**src/rtl/key_conditioner_if.sv**
```systemverilog
// Key bundle between the raw DE2 pushbuttons and the conditioned key outputs.
// The master side drives the raw active-low keys; the slave side is the conditioner.
interface key_conditioner_if #(
  parameter int N_KEYS = 4
);
  logic [N_KEYS-1:0] key_n;
  logic [N_KEYS-1:0] key_level;
  logic [N_KEYS-1:0] key_press;
  logic [N_KEYS-1:0] key_release;
  logic [N_KEYS-1:0] key_repeat;

  modport master (
    output key_n,
    input  key_level,
    input  key_press,
    input  key_release,
    input  key_repeat
  );

  modport slave (
    input  key_n,
    output key_level,
    output key_press,
    output key_release,
    output key_repeat
  );
endinterface

```
**src/rtl/key_conditioner.sv**
```systemverilog
// Pushbutton conditioner: per key a two-flop synchroniser, a stable-sample
// debouncer and a press/hold/repeat FSM producing a clean level plus
// one-cycle press, release and auto-repeat pulses. Channels are independent.
module key_conditioner #(
  parameter int N_KEYS       = 4,
  parameter int DEBOUNCE_CYC = 1_000_000,
  parameter int HOLD_CYC     = 25_000_000,
  parameter int REPEAT_CYC   = 5_000_000
) (
  input  logic        clk,
  input  logic        rst,
  key_conditioner_if.slave bus
);

  localparam int RPT_MAX = (HOLD_CYC > REPEAT_CYC) ? HOLD_CYC : REPEAT_CYC;
  localparam int DEB_W   = $clog2(DEBOUNCE_CYC + 1);
  localparam int RPT_W   = $clog2(RPT_MAX);

  // Counter reaching DEB_LAST on a mismatching sample means this sample is
  // the DEBOUNCE_CYC-th consecutive one, so the level is accepted now.
  localparam logic [DEB_W-1:0] DEB_LAST  = DEB_W'(DEBOUNCE_CYC - 1);
  localparam logic [RPT_W-1:0] HOLD_LOAD = RPT_W'(HOLD_CYC - 1);
  localparam logic [RPT_W-1:0] REP_LOAD  = RPT_W'(REPEAT_CYC - 1);

  typedef enum logic [1:0] {
    S_IDLE      = 2'd0,
    S_PRESSED   = 2'd1,
    S_REPEATING = 2'd2
  } state_t;

  logic [N_KEYS-1:0] w_level;
  logic [N_KEYS-1:0] w_press;
  logic [N_KEYS-1:0] w_release;
  logic [N_KEYS-1:0] w_repeat;

  generate
    for (genvar gi = 0; gi < N_KEYS; gi++) begin : g_chan
      logic             r_sync1;
      logic             r_sync2;
      logic [DEB_W-1:0] r_deb_cnt;
      logic             r_deb_lvl;
      state_t           r_state;
      state_t           w_state_next;
      logic [RPT_W-1:0] r_rpt_cnt;
      logic [RPT_W-1:0] w_rpt_next;
      logic             r_level;
      logic             r_press;
      logic             r_release;
      logic             r_repeat;
      logic             w_press_next;
      logic             w_release_next;
      logic             w_repeat_next;

      // Bring the raw key into clk, inverted so 1 means pressed.
      always_ff @(posedge clk) begin
        if (rst) begin
          r_sync1 <= 1'b0;
          r_sync2 <= 1'b0;
        end else begin
          r_sync1 <= ~bus.key_n[gi];
          r_sync2 <= r_sync1;
        end
      end

      // Accept a new level only after DEBOUNCE_CYC consecutive differing samples.
      always_ff @(posedge clk) begin
        if (rst) begin
          r_deb_cnt <= '0;
          r_deb_lvl <= 1'b0;
        end else if (r_sync2 == r_deb_lvl) begin
          r_deb_cnt <= '0;
        end else if (r_deb_cnt == DEB_LAST) begin
          r_deb_lvl <= ~r_deb_lvl;
          r_deb_cnt <= '0;
        end else begin
          r_deb_cnt <= r_deb_cnt + 1'b1;
        end
      end

      // Next-state and pulse decode; a release always beats a repeat expiry.
      always_comb begin
        w_state_next   = r_state;
        w_rpt_next     = r_rpt_cnt;
        w_press_next   = 1'b0;
        w_release_next = 1'b0;
        w_repeat_next  = 1'b0;
        case (r_state)
          S_IDLE: begin
            if (r_deb_lvl) begin
              w_state_next  = S_PRESSED;
              w_press_next  = 1'b1;
              w_repeat_next = 1'b1;
              w_rpt_next    = HOLD_LOAD;
            end
          end
          S_PRESSED, S_REPEATING: begin
            if (!r_deb_lvl) begin
              w_state_next   = S_IDLE;
              w_release_next = 1'b1;
              w_rpt_next     = '0;
            end else if (r_rpt_cnt == '0) begin
              w_state_next  = S_REPEATING;
              w_repeat_next = 1'b1;
              w_rpt_next    = REP_LOAD;
            end else begin
              w_rpt_next = r_rpt_cnt - 1'b1;
            end
          end
          default: begin
            w_state_next = S_IDLE;
            w_rpt_next   = '0;
          end
        endcase
      end

      // State, repeat counter and registered outputs.
      always_ff @(posedge clk) begin
        if (rst) begin
          r_state   <= S_IDLE;
          r_rpt_cnt <= '0;
          r_level   <= 1'b0;
          r_press   <= 1'b0;
          r_release <= 1'b0;
          r_repeat  <= 1'b0;
        end else begin
          r_state   <= w_state_next;
          r_rpt_cnt <= w_rpt_next;
          r_level   <= (w_state_next != S_IDLE);
          r_press   <= w_press_next;
          r_release <= w_release_next;
          r_repeat  <= w_repeat_next;
        end
      end

      assign w_level[gi]   = r_level;
      assign w_press[gi]   = r_press;
      assign w_release[gi] = r_release;
      assign w_repeat[gi]  = r_repeat;
    end
  endgenerate

  assign bus.key_level   = w_level;
  assign bus.key_press   = w_press;
  assign bus.key_release = w_release;
  assign bus.key_repeat  = w_repeat;

endmodule

```
**src/flat_wrapper.sv**
```systemverilog
// flat-port wrapper written by rule: the top's interface ports become plain ports
module key_conditioner_flat 
#(
  parameter int N_KEYS       = 4,
  parameter int DEBOUNCE_CYC = 1_000_000,
  parameter int HOLD_CYC     = 25_000_000,
  parameter int REPEAT_CYC   = 5_000_000
)
  (clk, rst, bus_key_n, bus_key_level, bus_key_press, bus_key_release, bus_key_repeat);
  key_conditioner_if #(.N_KEYS(N_KEYS)) bus_i ();
  input  logic clk;
  input  logic rst;
  input wire logic [$bits(bus_i.key_n)-1:0] bus_key_n;
  output wire logic [$bits(bus_i.key_level)-1:0] bus_key_level;
  output wire logic [$bits(bus_i.key_press)-1:0] bus_key_press;
  output wire logic [$bits(bus_i.key_release)-1:0] bus_key_release;
  output wire logic [$bits(bus_i.key_repeat)-1:0] bus_key_repeat;
  assign bus_i.key_n = bus_key_n;
  assign bus_key_level = bus_i.key_level;
  assign bus_key_press = bus_i.key_press;
  assign bus_key_release = bus_i.key_release;
  assign bus_key_repeat = bus_i.key_repeat;
  key_conditioner #(.N_KEYS(N_KEYS), .DEBOUNCE_CYC(DEBOUNCE_CYC), .HOLD_CYC(HOLD_CYC), .REPEAT_CYC(REPEAT_CYC)) u_core (.clk(clk), .rst(rst), .bus(bus_i));
endmodule
```
**config.mk**
```make
export PLATFORM = sky130hd
export DESIGN_NAME = key_conditioner_flat
export DESIGN_NICKNAME = d
export VERILOG_FILES = /design/src/rtl/key_conditioner_if.sv /design/src/rtl/key_conditioner.sv /design/src/flat_wrapper.sv
export SDC_FILE = /design/constraint.sdc
export NUM_CORES = 1
export LEC_CHECK = 0
export CAP_MARGIN = 20
export CELL_PAD_IN_SITES_DETAIL_PLACEMENT = 0
export CELL_PAD_IN_SITES_GLOBAL_PLACEMENT = 1
export CORE_ASPECT_RATIO = 1.25
export CORE_MARGIN = 8
export CORE_UTILIZATION = 35
export CTS_BUF_LIST = sky130_fd_sc_hd__clkbuf_4 sky130_fd_sc_hd__clkbuf_8
export CTS_CLUSTER_SIZE = 10
export DETAILED_ROUTE_END_ITERATION = 10
export PLACE_DENSITY = 0.66
export SLEW_MARGIN = 20
export SYNTH_ARGS = -nofsm -noshare
export SYNTH_HDL_FRONTEND = slang
export SYNTH_SLANG_ARGS = --single-unit
```
**constraint.sdc**
```tcl
create_clock -name clk -period 2.26 [get_ports clk]
set_input_delay 0.565 -clock clk [delete_from_list [all_inputs] [get_ports clk]]
set_output_delay 0.565 -clock clk [all_outputs]
set_load 0.01 [all_outputs]
```
Word level (Yosys, flattened, before mapping) --
Index checks and enable logic that the tools add are counted.
Storage, ports and cells: bits in registers 216, output and inout bits 16, word-level logic and storage cells 172
Operators by class: add/sub/neg operators 8, equality and inequality tests 20, multiplexer cells 52, bitwise operators 20, reduce and logical (&&, ||, !) cells 32
Operators by type and width (number):
- $mux W25 | 12
- $pmux W25 S2 | 4
- $logic_not A25 Y1 | 4
- $sub A25 B1 Y25 const B | 4
- $add A20 B1 Y20 const B | 4
- $eq A20 B20 Y1 const B | 4
- $mux W2 | 12
- $reduce_or A2 Y1 | 12
- $not A1 Y1 | 20
- $mux W1 | 16
- $pmux W2 S2 | 4
- $reduce_or A3 Y1 | 4
- $eq A2 B1 Y1 const B | 4
- $eq A2 B2 Y1 const B | 4
- $logic_not A2 Y1 | 4
- $ne A2 B1 Y1 const B | 4
- $pmux W1 S2 | 4
- $reduce_and A2 Y1 | 4
- $reduce_bool A2 Y1 | 4
- $eq A1 B1 Y1 | 4

Logic depth before layout (Yosys ltp) --
Gate-level depths: netlist of run 1.
word-level depth 5, gate-level depth with buffers 10, depth with buffers taken out 9

Least setup slack after synthesis of run 1 --
Ideal clock, no wire load.
path type reg2reg, start register u_core.g_chan[0].r_rpt_cnt[0], end register u_core.g_chan[0].r_rpt_cnt[21], setup time 0.114 ns, data arrival time 2.375 ns, data required time 2.146 ns, path slack -0.229 ns, cell stages (with the launch flop) 9, cells stage by stage dfxtp_1 > inv_1 > ha_1 > or4b_4 > or4_4 > or3_4 > nand2_2 > o21ai_0 > a21o_1
Between the ends: word-level cells in the longest chain between the ends 4
RTL lines:
- from (decl) | line key_conditioner.sv:44 | logic [RPT_W-1:0] r_rpt_cnt;
- from (signal assigned) | line key_conditioner.sv:127 | r_rpt_cnt <= w_rpt_next;
- $sub A25 B1 Y25 / $logic_not A25 Y1 (equally long branches) | line key_conditioner.sv:106, key_conditioner.sv:101
- $mux W25 (*) | line key_conditioner.sv:101 | end else if (r_rpt_cnt == '0) begin
- $mux W25 (*) | line key_conditioner.sv:97 | if (!r_deb_lvl) begin
- $pmux W25 S2 (*) | line key_conditioner.sv:87 | case (r_state)
Every way passes the cells marked *; elsewhere a longest branch is shown, timed or not. A chain may end at the register's enable or synchronous reset.

Worst setup path after layout of run 1 --
Same ends and word-level chain as after synthesis.

==> impl_metrics.json, run 1 <==
{
  "status": "finished, violations left",
  "violations": "setup timing",
  "area_growth_pct": 24.49,
  "period_share_pct": 105.1,
  "whs_path_depth": 2,
  "netlist_instances": 1333,
  "most-common-layout-cells": "213 x dfxtp_1, 206 x nor2_1, 142 x buf_4",
  "grt_use_total_pct": 15.61,
  "yosys.area_share.adder_pct": 1.887,
  "cellLeakagePower_nw": 5.304,
  "core_area_sq_um": 29940,
  "fin_nets": 1502,
  "drc_errors": 0,
  "muxShareOfSynthArea_pct": 0.3775,
  "fp-row-count": 71,
  "yosys.area.top_type": "dfxtp_1",
  "synth_cell_types": 75,
  "reg2reg_from": "u_core.g_chan[0].r_rpt_cnt[0]",
  "syn-num-nets": 1355,
  "final.setup.tns_ns": -1.751,
  "r2r_cells": 8,
  "slowest_delay_ns": 0.58,
  "clockBufferDepth": 3,
  "slowest_stage": "or4_4",
  "worstPathRequired_ns": 2.70,
  "p_per_area_nw_per_um2": 628.7,
  "seq_area_frac_synth_pct": 40.77,
  "rr_endpoint": "u_core.g_chan[0].r_rpt_cnt[21]",
  "via_count": 9777,
  "layout_min_cycle_time_ns": 2.374,
  "drv_cap": 0,
  "synth_edf_count": 0,
  "worst_pin_slew_ns": 0.6843,
  "synth_compound_area_share_pct": 15.75,
  "synth-async-reset-ratio_pct": 0,
  "dp_slack_ns": -0.1306,
  "synth.top_cell.area_share_pct": 40.77,
  "fin_area_sq_um": 13200,
  "synth_top_family_by_area": "simple AND/OR/NAND/NOR gates",
  "place_area_sq_um": 12170,
  "cp-start-kind": "register",
  "r2r_setup_slack_ns": -0.11,
  "min_to": "u_core.g_chan[0].r_rpt_cnt[2]",
  "max_freq_mhz": 421.2,
  "crit_fanout": 6,
  "synthesis.area_sq_um": 10610,
  "wl_per_cell_microns": 14.58,
  "antenna_left": 0,
  "postLayoutCoreUtil_pct": 44.11,
  "h-tree-depth": 2,
  "synth-simple-area-share_pct": 30.15,
  "numCtsBuffers": 39,
  "grt_max_degree": 39,
  "initial_utilization_pct": 35.43,
  "relSlewSlack_pct": 54.38,
  "die_x_microns": 171.7,
  "portBuffers": 21,
  "io_pins": 22,
  "hp-class": "input pin to register",
  "hp-start": "rst",
  "drt_iter0_drc": 481,
  "routed_wl_microns": 27820,
  "grt.overflow.total": 0,
  "grt_first_pass_wirelength_microns": 47070,
  "synth_xor_area_share_pct": 7.019,
  "avgSynthCellArea_sq_um": 7.957,
  "clkLatencyLatePin_ns": 0.55,
  "die_height_microns": 210.6,
  "antenna_found_initial": 0,
  "ys_seq_elements": 216,
  "finalWorstSetupSlack_ns": -0.1144,
  "routed_via_density": 5.124,
  "cts_tree": "built",
  "dieArea_sq_um": 36170,
  "grt_pass1_vias": 9587,
  "holdWs_ns": 0.3933,
  "cp-startpoint": "u_core.g_chan[0].r_rpt_cnt[0]",
  "peakVddDrop_uv": 544.8,
  "path_cells": "inv_2, ha_4, or4b_4, or4_4, or3_4, nand2_4, o21ai_1, a21o_1",
  "final_common_cell": "dfxtp_1",
  "cts.reportedPaths.clkPinSlew_ns": 0.06,
  "yosysWarnings": 0,
  "fillers": 3048,
  "cts.sinks": 216,
  "arrival_ns": 2.81,
  "dr.pass1.iters": 5,
  "endpoint_kind": "register",
  "rsz0062_at_grt": "true",
  "dp_hpwl_microns": 20000,
  "critical_path_class": "register to register",
  "finalClockSkew_ns": 0.01957,
  "slew_violations": 0,
  "diodes": 0,
  "root_buffer": "clkbuf_8",
  "cts_hold_buf": 0,
  "hold_viol_final": 0,
  "setup_violations": 21,
  "synth.area.top_cells": "dfxtp_1 41%, nor2_1 7.4%, xor2_1 4.8%",
  "synthFlopType": "dfxtp_1",
  "drive_gt1_share_pct": 18.12,
  "place_congestion": 0.8389
}
==> repair_timing <==
action | 4_1_cts | 5_1_grt
pin swaps | 11 | 20
setup buffers | 2 | 6
endpoints found under the setup margin | 22 | 50
resized for setup | 7 | 29
==> per-stage QoR <==
stage / total power, mW / cells
after CTS: 8.456 / 1905
after global placement: 4.431 / 1835
after floorplan: 4.193 / 1333
final: 8.301 / 1908
after detailed placement: 4.428 / 1835
after global routing: 8.691 / 1908
==> area by class of cell <==
class | count | area, sq um | area share [%]
multi-input combinational | 1019 | 6020 | 45.59
inverter | 35 | 131.4 | 0.9950
sequential | 216 | 4328 | 32.78
clock buffer | 65 | 813.3 | 6.159
timing repair buffer | 169 | 1389 | 10.52
tap | 401 | 501.7 | 3.800
clock inverter | 3 | 21.27 | 0.1611
==> logic make-up (layout without fill, tap and decap cells) <==
family | after synthesis | count (layout)
xor+xnor | 85 | 85
buf+inv | 98 | 272
compound gates | 275 | 275
mux | 4 | 4
fa+ha+maj | 16 | 16
simple gates | 639 | 639
flops | 216 | 216
==> critical path, delay by kind of cell, from the launching register on <==
family                   cells  cell delay, ns
AO/OA/AOI/OAI                2            0.23
buffers and inverters        1            0.07
flip-flops                   1            0.32
AND/OR/NAND/NOR              4            1.52
adder cells (fa/ha/maj)      1            0.12
==> power breakdown <==
part           switching [mW]  internal (mW)
clock                    1.64           2.26
sequential             0.0127           3.83
combinational           0.289          0.266
total                    1.95           6.35
==> synthesized netlist by cell type, drive strengths merged, types with 7 or more instances <==
master and n:
clkbuf 44, or2 13, and3 23, nor4 21, buf 19, ha 16, nor3 61, or4 13
a21oi 76, inv 34, and4 8, o31ai 9, xnor2 27, nand3b 7, nand2 114, a31oi 19
o21ai 99, and2 10, dfxtp 216, nand4 20, nor2b 15, or3 23, nand2b 8, xor2 58
nor2 210, nand3 66
==> worst max-delay path by stage <==
stage | to | slack (ns) | cells after the start
after global placement | u_core.g_chan[0].r_rpt_cnt[21] | -0.12 | 8
final | u_core.g_chan[0].r_rpt_cnt[21] | -0.11 | 8
after floorplan | u_core.g_chan[0].r_rpt_cnt[21] | -0.11 | 8
after global routing | u_core.g_chan[0].r_rpt_cnt[22] | -0.22 | 9
after CTS | u_core.g_chan[0].r_rpt_cnt[21] | -0.1 | 8
after detailed placement | u_core.g_chan[0].r_rpt_cnt[21] | -0.13 | 8
==> flip-flops by register name (all words and copies together) (netlist names) <==
register                 count
u_core.g_chan.r_press        4
u_core.g_chan.r_level        4
u_core.g_chan.r_deb_cnt     80
u_core.g_chan.r_release      4
u_core.g_chan.r_deb_lvl      4
u_core.g_chan.r_rpt_cnt    100
u_core.g_chan.r_sync1        4
u_core.g_chan.r_sync2        4
u_core.g_chan.r_repeat       4
u_core.g_chan.r_state        8
==> layer usage <==
layer	track usage, %	part of all wire, %	vias to the layer above
met3	3.067	3.9	54
met1	18.78	44	4549
met5	0	0	-
met2	26.88	49	147
li1	-	-	5027
met4	6.068	2.7	0
Note: power is estimated with default switching activity, not from simulation.
==> run 2: changes to the inputs <==
--- a/config.mk
+++ b/config.mk
@@ -15,7 +15,9 @@
 export CTS_CLUSTER_SIZE = 10
 export DETAILED_ROUTE_END_ITERATION = 10
 export PLACE_DENSITY = 0.66
+export REMOVE_ABC_BUFFERS = 1
 export SLEW_MARGIN = 20
 export SYNTH_ARGS = -nofsm -noshare
 export SYNTH_HDL_FRONTEND = slang
 export SYNTH_SLANG_ARGS = --single-unit
+export TNS_END_PERCENT = 1
==> run 2 against run 1 <==
Effect of this change:
- the flow still finishes with violations (setup timing)
- critical endpoint unchanged
- largest cell class unchanged
- largest power group unchanged
- die area stayed put
- flip-flop and latch count unchanged
- maximum frequency grew 0.89%
- critical path type unchanged
==> impl_metrics.json, run 2 (same netlist as run 1, synthesis figures left out) <==
{
  "power.total_mw": 8.533,
  "postLayoutCoreUtil_pct": 43.72,
  "fin_nets": 1486,
  "place_congestion": 0.8396,
  "diodes": 0,
  "clkPwrFrac_pct": 49.0,
  "arrival_ns": 2.78,
  "hold_viol_final": 0,
  "slew_violations": 0,
  "drive_gt1_share_pct": 17.21,
  "r2r_cells": 8,
  "routed_wl_microns": 27760,
  "final.setup.tns_ns": -0.8672,
  "die_height_microns": 210.6,
  "grt_pass1_vias": 9588,
  "wl_per_cell_microns": 14.66,
  "antenna_found_initial": 0,
  "rsz0062_at_grt": "true",
  "slowest_delay_ns": 0.56,
  "critPathTopFamily": "simple AND/OR/NAND/NOR gates",
  "most-common-layout-cells": "213 x dfxtp_1, 207 x nor2_1, 126 x buf_4",
  "holdWs_ns": 0.4118,
  "endpoint_kind": "register",
  "peakVddDrop_uv": 478.7,
  "hp-start": "rst",
  "combPwrFrac_pct": 6.0,
  "cts_tree": "built",
  "grt_max_degree": 34,
  "reg2reg_from": "u_core.g_chan[0].r_rpt_cnt[1]",
  "dieArea_sq_um": 36170,
  "crit_fanout": 6,
  "hp-class": "input pin to register",
  "top_regs": "u_core.g_chan.r_rpt_cnt (100), u_core.g_chan.r_deb_cnt (80), u_core.g_chan.r_state (8)",
  "seq_power_share_pct": 45.0,
  "slowest_stage": "or4_4",
  "layout_min_cycle_time_ns": 2.353,
  "crit_buf_inv": 1,
  "drv_cap": 0,
  "status": "finished, violations left",
  "root_buffer": "clkbuf_8",
  "setup_violations": 18,
  "switching_share_pct": 23.46,
  "regMostFlops": "u_core.g_chan.r_rpt_cnt",
  "grt_use_total_pct": 15.40,
  "fp-row-count": 71,
  "numCtsBuffers": 40,
  "finalClockSkew_ns": 0.02274,
  "whs_path_depth": 2,
  "violations": "setup timing",
  "max_freq_mhz": 424.9,
  "relSlewSlack_pct": 55.24,
  "antenna_left": 0,
  "worstPathRequired_ns": 2.69,
  "clkLatencyLatePin_ns": 0.55,
  "largest_reg_flops": 100,
  "grt.overflow.total": 0,
  "drc_errors": 0,
  "grt_first_pass_wirelength_microns": 46820,
  "cp-start-kind": "register",
  "crit_cells": 8,
  "path_cells": "inv_2, ha_4, or4b_4, or4_4, or3_4, nand2_8, o21ai_2, a21o_1",
  "cts.reportedPaths.clkPinSlew_ns": 0.06,
  "cp-startpoint": "u_core.g_chan[0].r_rpt_cnt[1]",
  "power.internal_mw": 6.531,
  "fillers": 3055,
  "die_x_microns": 171.7,
  "worst_pin_slew_ns": 0.6714,
  "io_pins": 22,
  "h-tree-depth": 2,
  "cts_hold_buf": 0,
  "drt_iter0_drc": 447,
  "clockBufferDepth": 3,
  "dr.pass1.iters": 4,
  "initial_utilization_pct": 35.43,
  "period_share_pct": 104.1,
  "core_area_sq_um": 29940,
  "routed_via_density": 5.125,
  "final_common_cell": "dfxtp_1",
  "p_per_area_nw_per_um2": 652.0,
  "cellLeakagePower_nw": 5.242,
  "cts.sinks": 216,
  "finalWorstSetupSlack_ns": -0.09344,
  "area_growth_pct": 23.39,
  "switchingPower_mw": 2.001,
  "portBuffers": 21,
  "critical_path_class": "register to register",
  "dp_hpwl_microns": 19400,
  "via_count": 9706
}
[run 2: power groups by stage]
stage,Clock [mW],Sequential [mW],Combinational (mW)
5_1_grt,4.50,3.84,0.563
3_5_place_dp,0,3.92,0.479
3_3_place_gp,0,3.92,0.480
2_1_floorplan,0,3.92,0.230
6_report,4.18,3.84,0.514
4_1_cts,4.34,3.84,0.497
[run 2: path summary, 6_finish.rpt]
path	endpoint	slack, ns
max	u_core.g_chan[0].r_rpt_cnt[21]	-0.09
max reg2reg	u_core.g_chan[0].r_rpt_cnt[21]	-0.09
min	u_core.g_chan[3].r_rpt_cnt[23]	0.41
min reg2reg	u_core.g_chan[2].r_sync2	0.45
[run 2: through the flow]
stage                     setup WS, ns  cells  area [sq um]
after floorplan                -0.2277   1270         10310
final                         -0.09344   1894         13090
after global placement         -0.1646   1820         12020
after detailed placement       -0.2020   1820         12020
after CTS                      -0.1255   1892         12970
after global routing           -0.2056   1894         13090
[run 2: timing repair]
item,in CTS,in global routing
pin swaps,13,4
gates resized for setup,19,22
endpoints found under the setup margin,28,49
setup buffers,1,2
[run 2: area by class of cell]
class                   instances  area [sq um]  area share [%]
repair buffers                152          1240           9.474
multi-input cells            1019          6001           45.85
flip-flops and latches        216          4328           33.07
inverters                      35         131.4           1.004
well taps                     401         501.7           3.834
clock inverters                11         135.1           1.033
clock buffers                  60         750.7           5.736
[run 2: routing by layer]
metal | vias to the layer above | track usage, % | part of all wire, %
li1 | 4988 | - | -
met1 | 4514 | 18.71 | 45
met5 | - | 0 | 0
met3 | 45 | 2.842 | 3.9
met2 | 159 | 26.75 | 49
met4 | 0 | 5.227 | 2.3
==> run 3: changes to the inputs <==
--- a/config.mk
+++ b/config.mk
@@ -12,7 +12,7 @@
 export CORE_MARGIN = 8
 export CORE_UTILIZATION = 35
 export CTS_BUF_LIST = sky130_fd_sc_hd__clkbuf_4 sky130_fd_sc_hd__clkbuf_8
-export CTS_CLUSTER_SIZE = 10
+export CTS_CLUSTER_SIZE = 28
 export DETAILED_ROUTE_END_ITERATION = 10
 export PLACE_DENSITY = 0.66
 export REMOVE_ABC_BUFFERS = 1
==> run 3 against run 2 <==
Effect of this change:
- the run still ends with setup timing left
- critical path depth unchanged
- utilization unchanged
- clock skew increased by 0.0016 ns
- maximum frequency hardly changed
- worst hold slack gained 0.0032 ns
- wire length hardly changed
- highest routed layer unchanged
==> impl_metrics.json, run 3 (same netlist as run 1, synthesis figures left out) <==
{
  "status": "finished, violations left",
  "violations": "setup timing",
  "regMostFlops": "u_core.g_chan.r_rpt_cnt",
  "grt_first_pass_wirelength_microns": 46820,
  "cts_hold_buf": 0,
  "clkLatencyLatePin_ns": 0.55,
  "peakVddDrop_uv": 478.6,
  "cts_tree": "built",
  "postLayoutCoreUtil_pct": 43.72,
  "slowest_stage": "or4_4",
  "fp-row-count": 71,
  "fin_nets": 1486,
  "cellLeakagePower_nw": 5.242,
  "worstPathRequired_ns": 2.69,
  "period_share_pct": 104.1,
  "p_per_area_nw_per_um2": 652.0,
  "root_buffer": "clkbuf_8",
  "die_height_microns": 210.6,
  "setup_violations": 19,
  "cp-start-kind": "register",
  "crit_fanout": 6,
  "drv_cap": 0,
  "slew_violations": 0,
  "fin_cells": 1894,
  "area_growth_pct": 23.39,
  "rr_endpoint": "u_core.g_chan[0].r_rpt_cnt[21]",
  "cts.reportedPaths.clkPinSlew_ns": 0.06,
  "finalClockSkew_ns": 0.02437,
  "max_freq_mhz": 425.1,
  "via_count": 9749,
  "core_area_sq_um": 29940,
  "arrival_ns": 2.78,
  "dr.pass1.iters": 5,
  "antenna_left": 0,
  "cts.sinks": 216,
  "place_congestion": 0.8396,
  "drive_gt1_share_pct": 17.21,
  "antenna_found_initial": 0,
  "layout_min_cycle_time_ns": 2.352,
  "dp_hpwl_microns": 19400,
  "drc_errors": 0,
  "r2r_cells": 8,
  "grt_max_degree": 34,
  "dieArea_sq_um": 36170,
  "wl_per_cell_microns": 14.67,
  "reg2reg_from": "u_core.g_chan[0].r_rpt_cnt[1]",
  "path_cells": "inv_2, ha_4, or4b_4, or4_4, or3_4, nand2_8, o21ai_2, a21o_1",
  "rsz0062_at_grt": "true",
  "initial_utilization_pct": 35.43,
  "routed_via_density": 5.147,
  "portBuffers": 21,
  "crit_buf_inv": 1,
  "whs_path_depth": 2,
  "finalWorstSetupSlack_ns": -0.09222,
  "numCtsBuffers": 40,
  "most-common-layout-cells": "213 x dfxtp_1, 207 x nor2_1, 126 x buf_4",
  "final.setup.tns_ns": -0.9313,
  "hp-class": "input pin to register",
  "slowest_delay_ns": 0.56,
  "grt.overflow.total": 0,
  "dp_slack_ns": -0.2020,
  "relSlewSlack_pct": 54.31,
  "hold_viol_final": 0,
  "diodes": 0,
  "min_to": "u_core.g_chan[3].r_rpt_cnt[23]",
  "r2r_setup_slack_ns": -0.09,
  "crit_cells": 8,
  "top_regs": "u_core.g_chan.r_rpt_cnt (100), u_core.g_chan.r_deb_cnt (80), u_core.g_chan.r_state (8)",
  "critical_path_class": "register to register",
  "grt_use_total_pct": 15.40,
  "routed_wl_microns": 27780,
  "fillers": 3055,
  "critPathTopFamily": "simple AND/OR/NAND/NOR gates",
  "io_pins": 22,
  "worst_pin_slew_ns": 0.6853,
  "h-tree-depth": 2,
  "hp-start": "rst",
  "power.total_mw": 8.534,
  "endpoint_kind": "register",
  "clockBufferDepth": 3,
  "final_common_cell": "dfxtp_1",
  "die_x_microns": 171.7,
  "dp_cells": 1820,
  "drt_iter0_drc": 444,
  "grt_pass1_vias": 9591,
  "largest_reg_flops": 100
}
-- run 3: cell counts in the layout (fill, tap and decap cells not counted) --
Identical to the previous run, type by type.
-- run 3: how the worst max path moves through the flow --
stage / start / to / slack (ns)
floorplan: u_core.g_chan[0].r_rpt_cnt[0] / u_core.g_chan[0].r_rpt_cnt[21] / -0.23
CTS: u_core.g_chan[0].r_rpt_cnt[1] / u_core.g_chan[0].r_rpt_cnt[21] / -0.13
global placement: u_core.g_chan[0].r_rpt_cnt[0] / u_core.g_chan[0].r_rpt_cnt[21] / -0.16
detailed placement: u_core.g_chan[0].r_rpt_cnt[0] / u_core.g_chan[0].r_rpt_cnt[21] / -0.20
finish: u_core.g_chan[0].r_rpt_cnt[1] / u_core.g_chan[0].r_rpt_cnt[21] / -0.09
global route: u_core.g_chan[0].r_rpt_cnt[1] / u_core.g_chan[0].r_rpt_cnt[7] / -0.21
-- run 3: timing repair --
action / CTS / global route
pin swaps: 13 / 4
endpoints found under the setup margin: 28 / 49
buffers inserted: 1 / 2
gates resized for setup: 19 / 22
-- run 3: layer usage --
| metal | vias to the layer above | share of wire [%] | GRT usage [%] |
|---|---|---|---|
| met5 | - | 0 | 0 |
| met4 | 0 | 2.3 | 5.227 |
| met3 | 45 | 4.1 | 2.842 |
| met2 | 166 | 49 | 26.75 |
| met1 | 4558 | 45 | 18.71 |
| li1 | 4980 | - | - |
-- run 3: worst register-to-register path: cells and delay by family, from the launching register on --
family	cells	cell delay (ns)
buffers and inverters	1	0.07
and+or+nand+nor	4	1.52
adders and majority gates	1	0.13
AOI/OAI and AO/OA	2	0.22
DFF	1	0.32
-- run 3: final cells by class --
type / count / area (sq um) / share of cell area [%]
clock buffers: 60 / 750.7 / 5.736
inverters: 35 / 131.4 / 1.004
well taps: 401 / 501.7 / 3.834
multi-input cells: 1019 / 6001 / 45.85
flip-flops and latches: 216 / 4328 / 33.07
clock inverters: 11 / 135.1 / 1.033
repair buffers: 152 / 1240 / 9.474
-- run 3: metrics by stage --
step	instance area [sq um]	hold slack, ns
after global routing	13090	0.3928
after detailed placement	12020	0.4350
after CTS	12970	0.3689
after global placement	12020	0.4260
final	13090	0.4150
after floorplan	10310	0.4138
-- run 3: where the power goes --
part / switching, mW / internal [mW]
sequential: 0.0120 / 3.83
combinational: 0.279 / 0.236
clock: 1.71 / 2.47
total: 2.00 / 6.53
